File: src/rtl/bkt_lvl_ctrl_pkg.sv
// Shared sat-engine definitions: width defaults and the
// state encoding of the backtrack-level controller.
package bkt_lvl_ctrl_pkg;

    localparam int DEF_NUM_LVLS     = 32;
    localparam int DEF_WIDTH_LVL    = 16;
    localparam int DEF_WIDTH_BIN_ID = 10;

    typedef enum logic [2:0] {
        ST_IDLE   = 3'd0,
        ST_SETTLE = 3'd1,
        ST_REDUCE = 3'd2,
        ST_APPLY  = 3'd3,
        ST_DONE   = 3'd4
    } bkt_state_t;

endpackage

File: src/rtl/bkt_or_reduce.sv
// Bitwise OR of N packed W-bit fields; at most one chain
// entry is non-zero, so the OR acts as a one-hot select.
module bkt_or_reduce #(
    parameter int N = 32,
    parameter int W = 16
) (
    input  logic [N*W-1:0] i_vec,
    output logic [W-1:0]   o_red
);

    always_comb begin
        o_red = '0;
        for (int k = 0; k < N; k++) begin
            o_red = o_red | i_vec[k*W +: W];
        end
    end

endmodule

File: src/rtl/bkt_lvl_ctrl.sv
// Backtrack-level controller: bounds the chain search,
// collects the winning level/bin and pulses apply/done.
module bkt_lvl_ctrl
    import bkt_lvl_ctrl_pkg::*;
#(
    parameter int NUM_LVLS     = DEF_NUM_LVLS,
    parameter int WIDTH_LVL    = DEF_WIDTH_LVL,
    parameter int WIDTH_BIN_ID = DEF_WIDTH_BIN_ID
) (
    input  logic                             clk,
    input  logic                             rst,
    input  logic                             start_find_i,
    input  logic [WIDTH_LVL-1:0]             conflict_max_lvl_i,
    input  logic [WIDTH_BIN_ID-1:0]          cur_bin_i,
    input  logic [1:0]                       findflag_last_i,
    input  logic [NUM_LVLS*WIDTH_BIN_ID-1:0] bkt_bin_vec_i,
    input  logic [NUM_LVLS*WIDTH_LVL-1:0]    bkt_lvl_vec_i,
    output logic [WIDTH_LVL-1:0]             max_lvl_o,
    output logic                             apply_bkt_o,
    output logic [WIDTH_LVL-1:0]             bkt_lvl_o,
    output logic [WIDTH_BIN_ID-1:0]          bkt_bin_o,
    output logic                             bin_switch_o,
    output logic                             unsat_o,
    output logic                             busy_o,
    output logic                             done_o
);

    bkt_state_t              r_state;
    logic [WIDTH_BIN_ID-1:0] r_cur_bin;
    logic [WIDTH_LVL-1:0]    w_or_lvl;
    logic [WIDTH_BIN_ID-1:0] w_or_bin;
    logic                    w_found;

    bkt_or_reduce #(
        .N (NUM_LVLS),
        .W (WIDTH_LVL)
    ) u_or_lvl (
        .i_vec (bkt_lvl_vec_i),
        .o_red (w_or_lvl)
    );

    bkt_or_reduce #(
        .N (NUM_LVLS),
        .W (WIDTH_BIN_ID)
    ) u_or_bin (
        .i_vec (bkt_bin_vec_i),
        .o_red (w_or_bin)
    );

    assign w_found = (findflag_last_i != 2'd0);

    always_ff @(posedge clk or negedge rst) begin
        if (!rst) begin
            r_state      <= ST_IDLE;
            r_cur_bin    <= '0;
            max_lvl_o    <= '0;
            apply_bkt_o  <= 1'b0;
            bkt_lvl_o    <= '0;
            bkt_bin_o    <= '0;
            bin_switch_o <= 1'b0;
            unsat_o      <= 1'b0;
            busy_o       <= 1'b0;
            done_o       <= 1'b0;
        end else begin
            apply_bkt_o <= 1'b0;
            done_o      <= 1'b0;
            unique case (r_state)
                ST_IDLE: begin
                    if (start_find_i) begin
                        r_state   <= ST_SETTLE;
                        max_lvl_o <= conflict_max_lvl_i;
                        r_cur_bin <= cur_bin_i;
                        busy_o    <= 1'b1;
                    end
                end
                ST_SETTLE: begin
                    r_state <= ST_REDUCE;
                end
                ST_REDUCE: begin
                    // No candidate: report zeros, not stale chain data
                    if (w_found) begin
                        r_state      <= ST_APPLY;
                        apply_bkt_o  <= 1'b1;
                        bkt_lvl_o    <= w_or_lvl;
                        bkt_bin_o    <= w_or_bin;
                        bin_switch_o <= (w_or_bin != r_cur_bin);
                        unsat_o      <= 1'b0;
                    end else begin
                        r_state      <= ST_DONE;
                        done_o       <= 1'b1;
                        bkt_lvl_o    <= '0;
                        bkt_bin_o    <= '0;
                        bin_switch_o <= 1'b0;
                        unsat_o      <= 1'b1;
                    end
                end
                ST_APPLY: begin
                    r_state <= ST_DONE;
                    done_o  <= 1'b1;
                end
                ST_DONE: begin
                    r_state <= ST_IDLE;
                    busy_o  <= 1'b0;
                end
                default: begin
                    r_state <= ST_IDLE;
                    busy_o  <= 1'b0;
                end
            endcase
        end
    end

endmodule

File: config.mk
export PLATFORM = sky130hd
export DESIGN_NAME = bkt_lvl_ctrl
export DESIGN_NICKNAME = d
export VERILOG_FILES = /design/src/rtl/bkt_lvl_ctrl_pkg.sv /design/src/rtl/bkt_or_reduce.sv /design/src/rtl/bkt_lvl_ctrl.sv
export SDC_FILE = /design/constraint.sdc
export NUM_CORES = 1
export LEC_CHECK = 0
export CAP_MARGIN = 10
export CORE_AREA = 5 5 351 353
export CTS_CLUSTER_SIZE = 14
export DETAILED_ROUTE_END_ITERATION = 6
export DIE_AREA = 0 0 356 358
export GPL_TIMING_DRIVEN = 0
export PLACE_DENSITY = 0.31
export SLEW_MARGIN = 10
export SYNTH_ARGS = -nofsm -noshare
export SYNTH_HDL_FRONTEND = slang
export SYNTH_SLANG_ARGS = --single-unit
export TNS_END_PERCENT = 50
File: constraint.sdc
create_clock -name clk -period 4.2 [get_ports clk]
set_input_delay 0.42 -clock clk [delete_from_list [all_inputs] [get_ports clk]]
set_output_delay 0.42 -clock clk [all_outputs]
set_load 0.02 [all_outputs]
==> run metrics, run 1 <==
final HPWL from detailed placement=60200 um; # clock sinks=60; Worst VDD drop=roughly 0.00011 V; Power Density=284 mW/mm2; P_sw=~0.0017 W; Slew Viols, Final=2; Peak Freq=~400 MHz; I/O pin count=910; syn nets=1327; GRT Overall Usage=0.0956; post-synth top area cell=dfrtp_1; endpoints failing hold=0; mux contribution to synthesized area=0.0744; clock skew=0.0186 ns; Seq pwr share=0.238; Pint=0.00275 W; Setup CP Type=primary input to flop; Distinct cells, synth=25; worst-margin pin slew=1.55 ns; top cell type's share of synthesized area=0.369; Initial Util=0.0341; Synth Area in Simple Gates=0.466; R2R Setup Slk=approximately 2.0 ns; Comb pwr share=0.572; setup TNS=0 ns; unrepaired setup endpoints after global routing=no; worst skew pair latency=between 0.3 and 0.4 ns; drt wl/cell=approximately 22 um; initial antenna violation count=39; Worst slew margin=-0.0455; DR DRC count=0; sequential area share after synthesis=0.369; status=finished with violations; Critical Path RT=4.44 ns; share of layout cells above drive strength 1=0.0482; Synth Cell Area=0.00407 mm2; core area=around 0.12 mm2; setup violators final=0; Detailed Route Iter0 Violations=196; DRT Wirelength=~65000 um; routability congestion estimate=0.892; CTS tree=yes; leakage power=4.92 nW; total vias in the final route=approximately 8000; commonest cells after routing, fill and taps aside=clkdlybuf4s50_1, nor4_1, dfrtp_1; die height=358 um; area grow syn2layout=282%; Clock Path Buffers=2; die width=356 um; XOR/XNOR Fraction of Synth Area=0.0215; switching share of power=0.379; number of detailed-routing iterations run before antenna repair=4; fin crit period=2.57 ns; Synth warnings=0; I/O Buffers=909; Compound-Gate Fraction of Synth Area=0.0495; pin count of the biggest net entering global routing=36; Core Util, Final=0.130; global-route wire length before repair=81300 um; Rows=127; worst path cell trace=clkdlybuf4s50_1, nor4_1, nand4_1, nor2_1, xnor2_1, a2111oi_2, a31oi_1; Post-Synth Adder-Cell Area=0; top cells by area, synth=dfrtp_1, nor4_1, nand4_1; total CTS buffers=9; number of global-route vias before repair=9244; flops & latches, synth=60; Hold Crit Class=flop to flop; ANT nets after route=0; total congestion overflow=0; final period utilization=0.612; largest family of logic cells by synthesized area=simple AND/OR/NAND/NOR gates; Clock Power Share=0.190; slowest cell delay on critical path=0.71 ns; commonest non-fill, non-tap cell in the layout=clkdlybuf4s50_1; max-cap viol count=1; CP arrival=2.81 ns; H-tree levels=3; Worst setup EP type=flop; Reg clk slew, reported paths=0.08 ns; fin nets=about 2200; Root Buffer Master=clkbuf_16; Syn Inst Count=464; Slowest-stage cell, CP=nor2_1; failing checks=capacitance limit, slew limit; Crit Path Max Fanout=2; die area=0.127 mm2; startpoint types=primary input; syn_area_per_cell=8.77 um2; Vias/cell=2.70
-- cell type report --
type / instances / area (um2)
inverter: 3 / 16.3
multi-input combinational: 393 / 2510
antenna: 13 / 32.5
sequential: 60 / 1500
clock inverter: 3 / 20.0
timing repair buffer: 911 / 9130
fill: 13700 / 104000
buffer: 8 / 66.3
tap: 1612 / 2020
clock buffer: 13 / 270
-- power groups by stage --
stage | logic [W] | clock network (W) | registers [W]
CTS | 0.00265 | 0.000933 | 0.00107
detailed placement | 0.00264 | 0 | 0.00107
global placement | 0.00264 | 0 | 0.00106
floorplan | 0.000568 | 0 | 0.00132
finish | 0.00254 | 0.000839 | 0.00105
global route | 0.00275 | 0.000930 | 0.00110
-- worst paths after layout --
path                            endpoint  cells after the start               start
min in group asynchronous   bkt_bin_o[3]                      2                 rst
max reg2reg                max_lvl_o[14]                      5          r_state[1]
min                        bkt_lvl_o[15]                      2       bkt_lvl_o[15]
max                         bin_switch_o                      7  bkt_bin_vec_i[250]
max in group asynchronous   bkt_lvl_o[4]                      3                 rst
min reg2reg                bkt_lvl_o[15]                      2       bkt_lvl_o[15]
-- state kept, by name, summed over array words and instances, names as in the netlist --
register      count
busy_o            1
bin_switch_o      1
apply_bkt_o       1
bkt_lvl_o        16
r_state           3
r_cur_bin        10
bkt_bin_o        10
unsat_o           1
max_lvl_o        16
done_o            1
-- logic make-up (layout without fill, tap and decap cells) --
family | Yosys count | after routing
flops | 60 | 60
simple gates | 324 | 324
compound gates | 32 | 32
other cells | 0 | 13
buf+inv | 11 | 938
mux | 27 | 27
xor+xnor | 10 | 10
-- synthesized netlist by cell type --
cell       number
a31oi_1         1
a21oi_1         4
buf_2           2
nand4_1        52
xnor2_1        10
o21ai_2         8
nand2_1        43
nor4_1        209
or3b_4          1
dfrtp_1        60
inv_1           2
a2111oi_2       1
clkbuf_1        2
nor2_1         13
nor2_2          2
mux2i_1         1
buf_6           3
buf_8           1
o21ai_0        16
mux2_2         26
o21ai_1         2
nor3b_1         2
nor3_1          1
or2_4           1
inv_6           1
-- worst max-delay path, delay by kind of cell --
| kind | cells | cell delay, ns |
|---|---|---|
| compound gates | 2 | 0.39 |
| simple gates | 3 | 1.22 |
| xor+xnor | 1 | 0.30 |
| buf+inv | 1 | 0.46 |
-- per-stage QoR --
step	hold WS [ns]	worst slack, ns	std cells	power, W	instance area, um2
after floorplan	0.124	2.64	464	0.00189	4070
after global placement	0.454	-0.658	2985	0.00370	15200
after detailed placement	0.428	1.12	2986	0.00372	15200
after CTS	0.480	1.57	3003	0.00465	15500
after global routing	0.499	1.51	3009	0.00477	15600
final	0.471	1.63	3016	0.00443	15600
-- layer usage --
metal	global-route usage	up-vias	part of all wire
met4	0.0258	16	0.012
met3	0.0309	64	0.082
li1	-	3851	-
met2	0.182	509	0.54
met1	0.101	3692	0.36
met5	0	-	0.0016
-- timing repair --
action	CTS	global route
hold buffers	1	0
endpoints found under the hold margin	8	0
resized for setup	0	0
setup buffers	0	0
Note: power is estimated with default switching activity, not from simulation.
==> run 2: changes to the inputs <==
Clock period 4.2 ns to 2.4 ns, I/O delays scaled along.
==> run metrics, run 2 (synthesis gave the netlist of run 1 again) <==
status=finished with violations; failing checks=capacitance limit, slew limit; commonest cells after routing, fill and taps aside=clkdlybuf4s50_1, nor4_1, dfrtp_1; ANT nets after route=0; max-cap viol count=1; die area=0.127 mm2; share of layout cells above drive strength 1=0.0496; Power Density=498 mW/mm2; Worst setup EP type=flop; number of global-route vias before repair=between 9000 and 10000; Worst slew margin=-0.0455; clock skew=0.0188 ns; Placed Cells=2986; Vias/cell=between 2 and 3; Final Hold Slack=between 0.3 and 0.4 ns; Layout Cells excl Fill=3016; Initial Util=0.0341; Detailed Route Iter0 Violations=206; DRT Wirelength=65300 um; worst-margin pin slew=~1.6 ns; die width=356 um; I/O pin count=a little over 900; commonest non-fill, non-tap cell in the layout=clkdlybuf4s50_1; largest registers=bkt_lvl_o x16, max_lvl_o x16; fin crit period=2.23 ns; H-tree levels=3; CP arrival=2.50 ns; pre-CTS WS=-0.499 ns; Peak Freq=449 MHz; core area=0.119 mm2; I/O Buffers=909; Setup CP Type=primary input to flop; Rows=127; pin count of the biggest net entering global routing=36; Slew Viols, Final=2; leakage power=4.92 nW; routability congestion estimate=roughly 0.9; initial antenna violation count=39; setup violators final=0; CTS tree=yes; worst skew pair latency=0.38 ns; area grow syn2layout=283%; total congestion overflow=0; Reg clk slew, reported paths=approximately 0.070 ns; GRT Overall Usage=0.0956; Overall Power=0.00776 W; slack of the critical path=between 0.15 and 0.2 ns; final HPWL from detailed placement=approximately 60000 um; Critical Path RT=between 2 and 3 ns; Root Buffer Master=clkbuf_16; DR DRC count=0; endpoints failing hold=0; final period utilization=0.929; unrepaired setup endpoints after global routing=no; total vias in the final route=8145; global-route wire length before repair=81300 um; Post-CTS Setup Inserts=0; fin nets=2249; fin area=approximately 0.016 mm2; Crit Path Max Fanout=1; Worst VDD drop=0.000201 V; Clock Path Buffers=2; total CTS buffers=9; drt wl/cell=21.7 um; # clock sinks=60; startpoint types=primary input; Hold Crit Class=primary input to async pin; Placement Cell Area=0.0152 mm2; number of detailed-routing iterations run before antenna repair=4; die height=358 um
[run 2: cell counts in the layout (fill, tap and decap cells not counted)]
No cell type changed its count.
[run 2: worst paths after layout]
| check | from | cells after the start | slack [ns] | end |
|---|---|---|---|---|
| max | bkt_lvl_vec_i[333] | 5 | 0.17 | bkt_lvl_o[13] |
| min | rst | 2 | 0.36 | bkt_bin_o[3] |
| max reg2reg | r_state[1] | 4 | 0.37 | unsat_o |
| min reg2reg | bkt_lvl_o[15] | 2 | 0.47 | bkt_lvl_o[15] |
| max in group asynchronous | rst | 3 | 1.43 | bkt_lvl_o[4] |
| min in group clk | cur_bin_i[5] | 2 | 0.47 | r_cur_bin[5] |
[run 2: power by group]
group	internal, W	switching (W)	leakage [nW]
logic	0.00250	0.00195	4.07
registers	0.00154	0.000309	0.711
clock network	0.000786	0.000682	0.138
total	0.00482	0.00294	4.92
[run 2: cell type report]
| cell class | instances | area (um2) |
|---|---|---|
| Buffer | 8 | 66.3 |
| Antenna cell | 13 | 32.5 |
| Timing Repair Buffer | 911 | 9130 |
| Tap cell | 1612 | 2020 |
| Sequential cell | 60 | 1500 |
| Inverter | 3 | 16.3 |
| Multi-Input combinational cell | 393 | 2520 |
| Fill cell | 13700 | 104000 |
| Clock buffer | 13 | 270 |
| Clock inverter | 3 | 20.0 |
[run 2: per-stage QoR]
| step | TNS, ns | utilization |
|---|---|---|
| floorplan | 0 | - |
| global placement | -139.11 | 0.127 |
| detailed placement | -2.40 | 0.128 |
| CTS | 0 | 0.130 |
| global route | 0 | 0.130 |
| finish | 0 | 0.130 |
[run 2: timing repair]
item | in CTS | in global routing
endpoints found under the hold margin | 25 | 0
setup endpoints to repair | 2 | 0
gates resized for setup | 3 | 0
hold buffers | 1 | 0
[run 2: critical path, stage by stage]
cell             delay (ns)
clkdlybuf4s50_1        0.55
nor4_1                 0.90
nand4_1                0.49
o21ai_2                0.24
nand2_1                0.07
[run 2: metal layers]
layer,GRT usage,part of all wire,vias to the layer above
met2,0.182,0.54,507
met1,0.101,0.36,3708
met3,0.0309,0.082,63
met5,0,0.0016,-
li1,-,-,3851
met4,0.0258,0.012,16
